<file path="config.mk">
export PLATFORM = sky130hd
export DESIGN_NAME = systolic_feed_ctrl
export DESIGN_NICKNAME = d
export VERILOG_FILES = /design/src/rtl/systolic_pkg.sv /design/src/rtl/sys_operand_buf.sv /design/src/rtl/systolic_feed_ctrl.sv
export SDC_FILE = /design/constraint.sdc
export NUM_CORES = 1
export LEC_CHECK = 0
export CAP_MARGIN = 20
export CORE_MARGIN = 1
export CORE_UTILIZATION = 50
export DETAILED_ROUTE_END_ITERATION = 8
export DONT_BUFFER_PORTS = 1
export GPL_TIMING_DRIVEN = 0
export PLACE_DENSITY = 0.71
export SLEW_MARGIN = 20
export SYNTH_ARGS = -nofsm -noshare
export SYNTH_HDL_FRONTEND = slang
export SYNTH_SLANG_ARGS = --single-unit
</file>
<file path="constraint.sdc">
create_clock -name Clk -period 8.9 [get_ports Clk]
set_input_delay 2.225 -clock Clk [delete_from_list [all_inputs] [get_ports Clk]]
set_output_delay 2.225 -clock Clk [all_outputs]
set_load 0.01 [all_outputs]
</file>
<file path="src/rtl/systolic_pkg.sv">
// rtl/systolic_pkg.sv - shared state encoding and constants for the systolic feed sequencer
package systolic_pkg;

  typedef enum logic [2:0] {
    IDLE  = 3'd0,
    CLEAR = 3'd1,
    FEED  = 3'd2,
    DRAIN = 3'd3,
    DONE  = 3'd4
  } state_t;

  localparam int   N        = 4;
  localparam int   FEED_CYC = 2 * N - 1;
  localparam logic SEL_A    = 1'b0;
  localparam logic SEL_B    = 1'b1;

endpackage

</file>
<file path="src/rtl/sys_operand_buf.sv">
// rtl/sys_operand_buf.sv - A/B operand register files with skewed row/column select for feed beat t
module sys_operand_buf
  import systolic_pkg::*;
#(
  parameter int DW = 32
) (
  input  logic            Clk,
  input  logic            wr_en,
  input  logic            wr_sel,
  input  logic [3:0]      wr_addr,
  input  logic [DW-1:0]   wr_data,
  input  logic [2:0]      t,
  output logic [N*DW-1:0] left_sel,
  output logic [N*DW-1:0] up_sel
);

  logic [DW-1:0] a_q [16];
  logic [DW-1:0] b_q [16];

  // Operand storage is deliberately not reset; contents survive an aborted operation.
  always_ff @(posedge Clk) begin
    if (wr_en && (wr_sel == SEL_A)) a_q[wr_addr] <= wr_data;
    if (wr_en && (wr_sel == SEL_B)) b_q[wr_addr] <= wr_data;
  end

  // Row i is delayed i beats, column j is delayed j beats, so PE(i,j) sees matching k.
  always_comb begin
    left_sel = '0;
    up_sel   = '0;
    for (int i = 0; i < N; i++) begin
      if ((int'(t) >= i) && (int'(t) - i < N)) begin
        left_sel[i*DW +: DW] = a_q[4'(i * N + int'(t) - i)];
        up_sel[i*DW +: DW]   = b_q[4'((int'(t) - i) * N + i)];
      end
    end
  end

endmodule

</file>
<file path="src/rtl/systolic_feed_ctrl.sv">
// rtl/systolic_feed_ctrl.sv - 4x4 systolic array sequencer: clear, skewed feed, drain, done
// Optional completed-operation counter on perf_ops when SYSTOLIC_PERF_CNT_EN is defined.
module systolic_feed_ctrl
  import systolic_pkg::*;
#(
  parameter int DW        = 32,
  parameter int N         = 4,
  parameter int DRAIN_CYC = 4
) (
  input  logic            Clk,
  input  logic            Reset,
  input  logic            wr_en,
  input  logic            wr_sel,
  input  logic [3:0]      wr_addr,
  input  logic [DW-1:0]   wr_data,
  input  logic            start,
  output logic            busy,
  output logic            arr_clr,
  output logic [N*DW-1:0] left_data,
  output logic [N*DW-1:0] up_data,
  output logic            done,
  output logic            res_valid
`ifdef SYSTOLIC_PERF_CNT_EN
  ,
  output logic [31:0]     perf_ops
`endif
);

  localparam int DCW = $clog2(DRAIN_CYC + 1);

  state_t          state_q, state_d;
  logic [2:0]      t_q, t_d;
  logic [DCW-1:0]  dcnt_q, dcnt_d;
  logic            busy_q, busy_d;
  logic            arr_clr_q, arr_clr_d;
  logic            done_q, done_d;
  logic            res_valid_q, res_valid_d;
  logic [N*DW-1:0] left_q, left_d;
  logic [N*DW-1:0] up_q, up_d;
  logic [N*DW-1:0] left_sel, up_sel;
`ifdef SYSTOLIC_PERF_CNT_EN
  logic [31:0]     perf_q, perf_d;
`endif

  sys_operand_buf #(.DW(DW)) u_buf (
    .Clk      (Clk),
    .wr_en    (wr_en && !busy_q),
    .wr_sel   (wr_sel),
    .wr_addr  (wr_addr),
    .wr_data  (wr_data),
    .t        (t_d),
    .left_sel (left_sel),
    .up_sel   (up_sel)
  );

  always_comb begin
    state_d = state_q;
    t_d     = t_q;
    dcnt_d  = dcnt_q;
    case (state_q)
      IDLE:  if (start) state_d = CLEAR;
      CLEAR: begin
        state_d = FEED;
        t_d     = '0;
      end
      FEED: begin
        if (t_q == 3'(FEED_CYC - 1)) begin
          state_d = DRAIN;
          dcnt_d  = '0;
        end else begin
          t_d = t_q + 3'd1;
        end
      end
      DRAIN: begin
        if (dcnt_q == DCW'(DRAIN_CYC - 1)) state_d = DONE;
        else                               dcnt_d  = dcnt_q + DCW'(1);
      end
      DONE:    state_d = IDLE;
      default: state_d = IDLE;
    endcase

    // Outputs are decoded from the next state so every port comes straight from a flop.
    busy_d      = (state_d != IDLE);
    arr_clr_d   = (state_d == CLEAR);
    done_d      = (state_d == DONE);
    res_valid_d = res_valid_q;
    if (state_d == CLEAR)     res_valid_d = 1'b0;
    else if (state_d == DONE) res_valid_d = 1'b1;
    left_d = (state_d == FEED) ? left_sel : '0;
    up_d   = (state_d == FEED) ? up_sel   : '0;
`ifdef SYSTOLIC_PERF_CNT_EN
    perf_d = perf_q + 32'(done_d);
`endif
  end

  always_ff @(posedge Clk or posedge Reset) begin
    if (Reset) begin
      state_q     <= IDLE;
      t_q         <= '0;
      dcnt_q      <= '0;
      busy_q      <= 1'b0;
      arr_clr_q   <= 1'b0;
      done_q      <= 1'b0;
      res_valid_q <= 1'b0;
      left_q      <= '0;
      up_q        <= '0;
`ifdef SYSTOLIC_PERF_CNT_EN
      perf_q      <= '0;
`endif
    end else begin
      state_q     <= state_d;
      t_q         <= t_d;
      dcnt_q      <= dcnt_d;
      busy_q      <= busy_d;
      arr_clr_q   <= arr_clr_d;
      done_q      <= done_d;
      res_valid_q <= res_valid_d;
      left_q      <= left_d;
      up_q        <= up_d;
`ifdef SYSTOLIC_PERF_CNT_EN
      perf_q      <= perf_d;
`endif
    end
  end

  assign busy      = busy_q;
  assign arr_clr   = arr_clr_q;
  assign done      = done_q;
  assign res_valid = res_valid_q;
  assign left_data = left_q;
  assign up_data   = up_q;
`ifdef SYSTOLIC_PERF_CNT_EN
  assign perf_ops  = perf_q;
`endif

endmodule
</file>
==> results of run 1 <==
==> per-stage QoR <==
stage	cells	hold slack (ns)	power (uW)	setup WS (ns)
floorplan	2682	0.496	14400	3.12
global placement	3958	0.521	17800	1.81
detailed placement	4001	0.523	17900	3.32
CTS	4240	0.541	23500	3.27
global route	4240	0.572	24300	3.02
finish	4244	0.537	23400	3.21
==> power breakdown <==
| part | switching [uW] | internal, uW | leakage [uW] |
|---|---|---|---|
| Sequential | 367 | 7000 | 0.0128 |
| Clock | 2310 | 3200 | 0.00210 |
| Combinational | 6410 | 4110 | 0.00509 |
==> flip-flops by register name, summed over array words and instances, names as in the netlist <==
name / cells
t_q: 3
u_buf.b_q: 512
arr_clr: 1
done: 1
state_q: 3
res_valid: 1
left_data: 128
up_data: 128
dcnt_q: 3
busy: 1
u_buf.a_q: 512
==> critical path: cells and delay by family, from the launching register on <==
family                     cells  cell delay [ns]
buffers and inverters         10             3.35
AOI/OAI and AO/OA              4             1.04
adders and majority gates      2             0.49
DFF                            1             0.42
and+or+nand+nor                2             0.24
==> cells by family after synthesis <==
kind of cell	Yosys count	share of synthesized area [%]
adders and majority gates	7	0.177
DFF	1293	75.9
muxes	448	13.4
xor gates and xnor gates	2	0.0507
and+or+nand+nor	437	3.88
buffers and inverters	179	1.94
AOI/OAI and AO/OA	316	4.68
==> worst paths after layout <==
check                          start        endpoint  slack [ns]  cells past startpoint
max                           t_q[0]  left_data[118]        3.21                     18
min                        dcnt_q[2]       dcnt_q[2]        0.54                      1
max reg2reg                   t_q[0]  left_data[118]        3.21                     18
min reg2reg                dcnt_q[2]       dcnt_q[2]        0.54                      1
max in group asynchronous      Reset    up_data[110]        6.32                      5
min in group asynchronous      Reset         arr_clr        1.34                      1
==> cell type report <==
class,count,share of cell area [%]
Antenna cell,4,0.0177
Clock buffer,173,6.38
Inverter,9,0.0663
Sequential cell,1293,66.2
Multi-Input combinational cell,1210,19.8
Tap cell,1276,2.82
Timing Repair Buffer,43,1.92
Buffer,170,1.63
Clock inverter,66,1.23
==> layer usage <==
metal	share of wire, %	vias to the layer above	wire, um
met2	48	1562	62000
met3	11	259	14500
met4	3.6	6	4740
met1	37	13676	48700
li1	-	10839	-
met5	0.032	-	41
==> synthesized netlist by cell type (30+ instances only) <==
cell type	n	share of area (%)
nor2_1	188	1.4
o21a_1	34	0.52
and2_1	44	0.56
nand2_1	142	1.1
a311oi_1	32	0.57
clkbuf_1	71	0.54
mux2i_1	176	3.6
buf_4	30	0.46
a31oi_1	34	0.43
o21ai_0	38	0.38
mux4_2	160	7.3
a211oi_1	112	1.7
buf_2	49	0.50
mux2_2	112	2.6
edfxtp_1	1024	62
o2bb2ai_1	32	0.57
nor2b_1	36	0.46
dfrtp_1	269	14
==> impl_metrics.env, run 1 <==
export IMPL_maxCapViolCount=0
export IMPL_drt_total_wl_um=130000
export IMPL_syn_to_final_growth_pct=14.7
export IMPL_insertion_delay_ns=0.74
export IMPL_multiInputGateArea_um2=11200
export IMPL_status="finished clean"
export IMPL_clock_root_buffer="clkbuf_16"
export IMPL_final_common_cell="edfxtp_1"
export IMPL_endpoint_kind="register"
export IMPL_clkSlewWorstSetupHoldPaths_ns=0.06
export IMPL_cts_tree="done"
export IMPL_antenna_found_initial=19
export IMPL_ios=301
export IMPL_synth_top_flop_cell="edfxtp_1"
export IMPL_cp_max_fo=11
export IMPL_seq_area_um2=37500
export IMPL_core_area_um2=97300
export IMPL_rsz0062_at_grt="no"
export IMPL_path_cells="inv_1 -> ha_1 -> nand2_1 -> nand2b_1 -> o311a_1 -> buf_4 -> inv_2 -> buf_6 -> buf_4 -> buf_2 -> buf_2 -> ha_1 -> clkbuf_1 -> clkbuf_1 -> clkbuf_1 -> o21ai_0 -> a31oi_1 -> o21a_1"
export IMPL_worstPathArrival_ns=6.32
export IMPL_critical_path_slowest_cell="clkbuf_1"
export IMPL_ctsLongestPathBuffers=3
export IMPL_row_count=114
export IMPL_ir_drop_uv=355
export IMPL_final_cell_mix="edfxtp_1, dfrtp_1, mux2i_1"
export IMPL_fmax_mhz=176
export IMPL_finalCritPeriodShare_pct=64.0
export IMPL_crit_path_frequent_cell="clkbuf_1"
export IMPL_grt_util_all_layers_pct=26.2
export IMPL_synth_edff_count=1024
export IMPL_seq_area_frac_synth_pct=75.9
export IMPL_grt_pass1_wl_um=185000
export IMPL_hold_viol=0
export IMPL_cts_resized=0
export IMPL_synth_cells=2682
export IMPL_cts_sinks=1293
export IMPL_layout_drive_gt1_share_pct=21.5
export IMPL_finClkSkew_ns=0.0268
export IMPL_postSynthAreaPerCell_um2=18.4
export IMPL_cts_hold_buf=0
export IMPL_placed_area_um2=52300
export IMPL_synth_seq_cells=1293
export IMPL_syn_cell_area_um2=49400
export IMPL_final_max_slew_viol_count=0
export IMPL_avgRoutedWirePerCell_um=30.6
export IMPL_grt_use_met1_pct=35.2
export IMPL_gp_congestion=0.899
export IMPL_utilization_pct=58.2
export IMPL_setup_viol=0
export IMPL_grt_use_met3_pct=6.67
export IMPL_num_vias=26342
export IMPL_worstMarginPinSlew_ns=1.05
export IMPL_drt_iter0_drc=3243
export IMPL_gr_total_overflow=0
export IMPL_crit_type="reg -> reg"
export IMPL_yosysWarningCount=0
export IMPL_grt_max_degree=41
export IMPL_place_hpwl_um=85500
export IMPL_drc=0
export IMPL_final_area_um2=56700
export IMPL_io_buffers=0
export IMPL_pwr_density_cell_nw_per_um2=413
export IMPL_hp_class="reg -> reg"
export IMPL_dieHeight_um=316
export IMPL_fin_crit_ns=5.69
export IMPL_p_leak_uw=0.0199
export IMPL_start_util_pct=50.8
export IMPL_viasPerCell=6.21
export IMPL_antenna_left=0
export IMPL_dr_pass1_iters=6
export IMPL_cp_required_ns=9.53
export IMPL_slew_headroom_pct=29.8
export IMPL_grt_busiest_layer="met2"
export IMPL_grt_use_met2_pct=41.4
export IMPL_finalNetCount=2905
export IMPL_cts_buffers=130
export IMPL_async_reset_ff_share_pct=20.8
export IMPL_die_x_um=316
export IMPL_critPathLaunchType="register"
export IMPL_fillers=6966
export IMPL_max_stage_delay_ns=0.79
export IMPL_die_area_um2=100000
export IMPL_cts_max_level=4
export IMPL_postCtsSetupBuffers=0
export IMPL_fin_tns_setup_ns=0
export IMPL_syn_nets=2730
export IMPL_grt_pass1_vias=26701
export IMPL_ys_types=50
Power figures use the tool's default switching activity.
==> run 2: changes to the inputs <==
==> constraint.sdc (replaced) <==
create_clock -name Clk -period 4.67 [get_ports Clk]
set_input_delay 1.1675 -clock Clk [delete_from_list [all_inputs] [get_ports Clk]]
set_output_delay 1.1675 -clock Clk [all_outputs]
set_load 0.01 [all_outputs]
==> impl_metrics.env, run 2 (synthesis gave the netlist of run 1 again) <==
export IMPL_cp_max_fo=11
export IMPL_finalNonFillerCells=4243
export IMPL_die_area_um2=100000
export IMPL_finalNetCount=2904
export IMPL_avgRoutedWirePerCell_um=30.6
export IMPL_slew_headroom_pct=29.5
export IMPL_cts_tree="done"
export IMPL_reg_top3="u_buf.a_q: 512 flops, u_buf.b_q: 512 flops"
export IMPL_hp_class="in -> async"
export IMPL_switching_power_uw=17400
export IMPL_final_max_slew_viol_count=0
export IMPL_critPathLaunchType="register"
export IMPL_fin_ws_ns=0.0912
export IMPL_io_buffers=0
export IMPL_layout_drive_gt1_share_pct=22.3
export IMPL_gr_total_overflow=0
export IMPL_viasPerCell=6.19
export IMPL_dp_cells=4001
export IMPL_finClkSkew_ns=0.0259
export IMPL_ir_drop_uv=675
export IMPL_num_vias=26282
export IMPL_place_hpwl_um=85500
export IMPL_final_common_cell="edfxtp_1"
export IMPL_rsz0062_at_grt="no"
export IMPL_clkSlewWorstSetupHoldPaths_ns=0.06
export IMPL_reg2reg_depth=14
export IMPL_clock_root_buffer="clkbuf_16"
export IMPL_cts_sinks=1293
export IMPL_cts_max_level=4
export IMPL_setup_viol=0
export IMPL_gp_congestion=0.899
export IMPL_antenna_found_initial=18
export IMPL_endpoint_kind="register"
export IMPL_totalPowerFinal_uw=44800
export IMPL_status="finished clean"
export IMPL_die_x_um=316
export IMPL_switching_share_pct=38.9
export IMPL_cts_buffers=130
export IMPL_drt_iter0_drc=3353
export IMPL_dp_slack_ns=-0.907
export IMPL_p_leak_uw=0.0200
export IMPL_pwr_density_cell_nw_per_um2=789
export IMPL_ios=301
export IMPL_worstPathArrival_ns=5.15
export IMPL_insertion_delay_ns=0.75
export IMPL_crit_type="reg -> reg"
export IMPL_drc=0
export IMPL_antenna_left=0
export IMPL_worstMarginPinSlew_ns=1.06
export IMPL_drt_total_wl_um=130000
export IMPL_cp_endpoint="left_data[63]"
export IMPL_grt_max_degree=41
export IMPL_syn_to_final_growth_pct=14.8
export IMPL_dieHeight_um=316
export IMPL_finalCritPeriodShare_pct=98.0
export IMPL_pwr_share_clk_pct=23.4
export IMPL_grt_pass1_vias=26730
export IMPL_start_util_pct=50.8
export IMPL_maxCapViolCount=0
export IMPL_crit_path_start="t_q[0]"
export IMPL_hold_viol=0
export IMPL_r2r_slack_ns=0.09
export IMPL_p_int_uw=27400
export IMPL_grt_pass1_wl_um=185000
export IMPL_row_count=114
export IMPL_cp_required_ns=5.24
export IMPL_ctsLongestPathBuffers=3
export IMPL_core_area_um2=97300
export IMPL_p_seq_share_pct=31.4
export IMPL_final_cell_mix="edfxtp_1, dfrtp_1, mux2i_1"
export IMPL_r2r_start="t_q[0]"
export IMPL_fmax_mhz=218
export IMPL_r2r_end="left_data[63]"
export IMPL_power_frac_comb_pct=45.2
export IMPL_grt_util_all_layers_pct=26.2
export IMPL_fin_crit_ns=4.58
export IMPL_dr_pass1_iters=5
[run 2: cell types whose count changed in the layout (fill, tap and decap cells not counted)]
cell / before / now
ha_4: 0 / 1
clkbuf_4: 0 / 2
clkbuf_1: 101 / 78
buf_2: 49 / 48
buf_4: 30 / 31
ha_1: 7 / 6
clkbuf_2: 0 / 20
[run 2: per-layer routing]
metal | routed length (um) | GRT usage (%)
met1 | 49300 | 35.4
met4 | 4810 | 9.94
met5 | 27 | 0
met2 | 62000 | 41.3
met3 | 13900 | 6.51
[run 2: final cells by class]
| type | count | area, um2 |
|---|---|---|
| Antenna cell | 4 | 10.0 |
| Buffer | 169 | 956 |
| Clock buffer | 173 | 3610 |
| Clock inverter | 66 | 698 |
| Fill cell | 6957 | 40600 |
| Inverter | 9 | 37.5 |
| Multi-Input combinational cell | 1210 | 11200 |
| Sequential cell | 1293 | 37500 |
| Tap cell | 1276 | 1600 |
| Timing Repair Buffer | 43 | 1090 |
[run 2: timing repair]
item / CTS / global route
hold buffers: 0 / 0
setup endpoints to repair: 128 / 42
pin swaps: 0 / 0
buffers inserted: 0 / 0
gates resized for setup: 21 / 11
[run 2: critical path: stages (launching register included)]
cell and delay, ns:
dfrtp_1 0.41, inv_1 0.09, ha_1 0.31, or3b_1 0.37, a21oi_1 0.31, nor2_1 0.12, buf_4 0.22, buf_2 0.27
buf_2 0.29, ha_1 0.35, clkbuf_2 0.41, clkbuf_2 0.43, mux4_2 0.27, mux2i_1 0.08, o2bb2ai_1 0.46
[run 2: power by group through the flow]
stage | sequential, uW | clock [uW] | combinational [uW]
floorplan | 14100 | 0 | 13300
global placement | 14300 | 0 | 19600
detailed placement | 14300 | 0 | 19900
CTS | 14100 | 10600 | 20100
global route | 14100 | 11100 | 21300
finish | 14000 | 10500 | 20200
[run 2: stage by stage]
stage | hold slack (ns) | TNS [ns] | instance area (um2) | util, %
after floorplan | 0.496 | -13.71 | 49400 | -
after global placement | 0.521 | -472.68 | 51000 | 52.4
after detailed placement | 0.523 | -48.26 | 52300 | 53.8
after CTS | 0.262 | 0 | 56700 | 58.3
after global routing | 0.280 | 0 | 56700 | 58.3
final | 0.286 | 0 | 56700 | 58.3
[run 2: worst min-delay path by stage]
stage               startpoint  depth (start not counted)  slack (ns)         to
floorplan            dcnt_q[2]                          1        0.50  dcnt_q[2]
global placement     dcnt_q[1]                          1        0.52  dcnt_q[1]
detailed placement   dcnt_q[2]                          1        0.52  dcnt_q[2]
CTS                      Reset                          1        0.26    arr_clr
global route             Reset                          1        0.28    arr_clr
finish                   Reset                          1        0.29    arr_clr
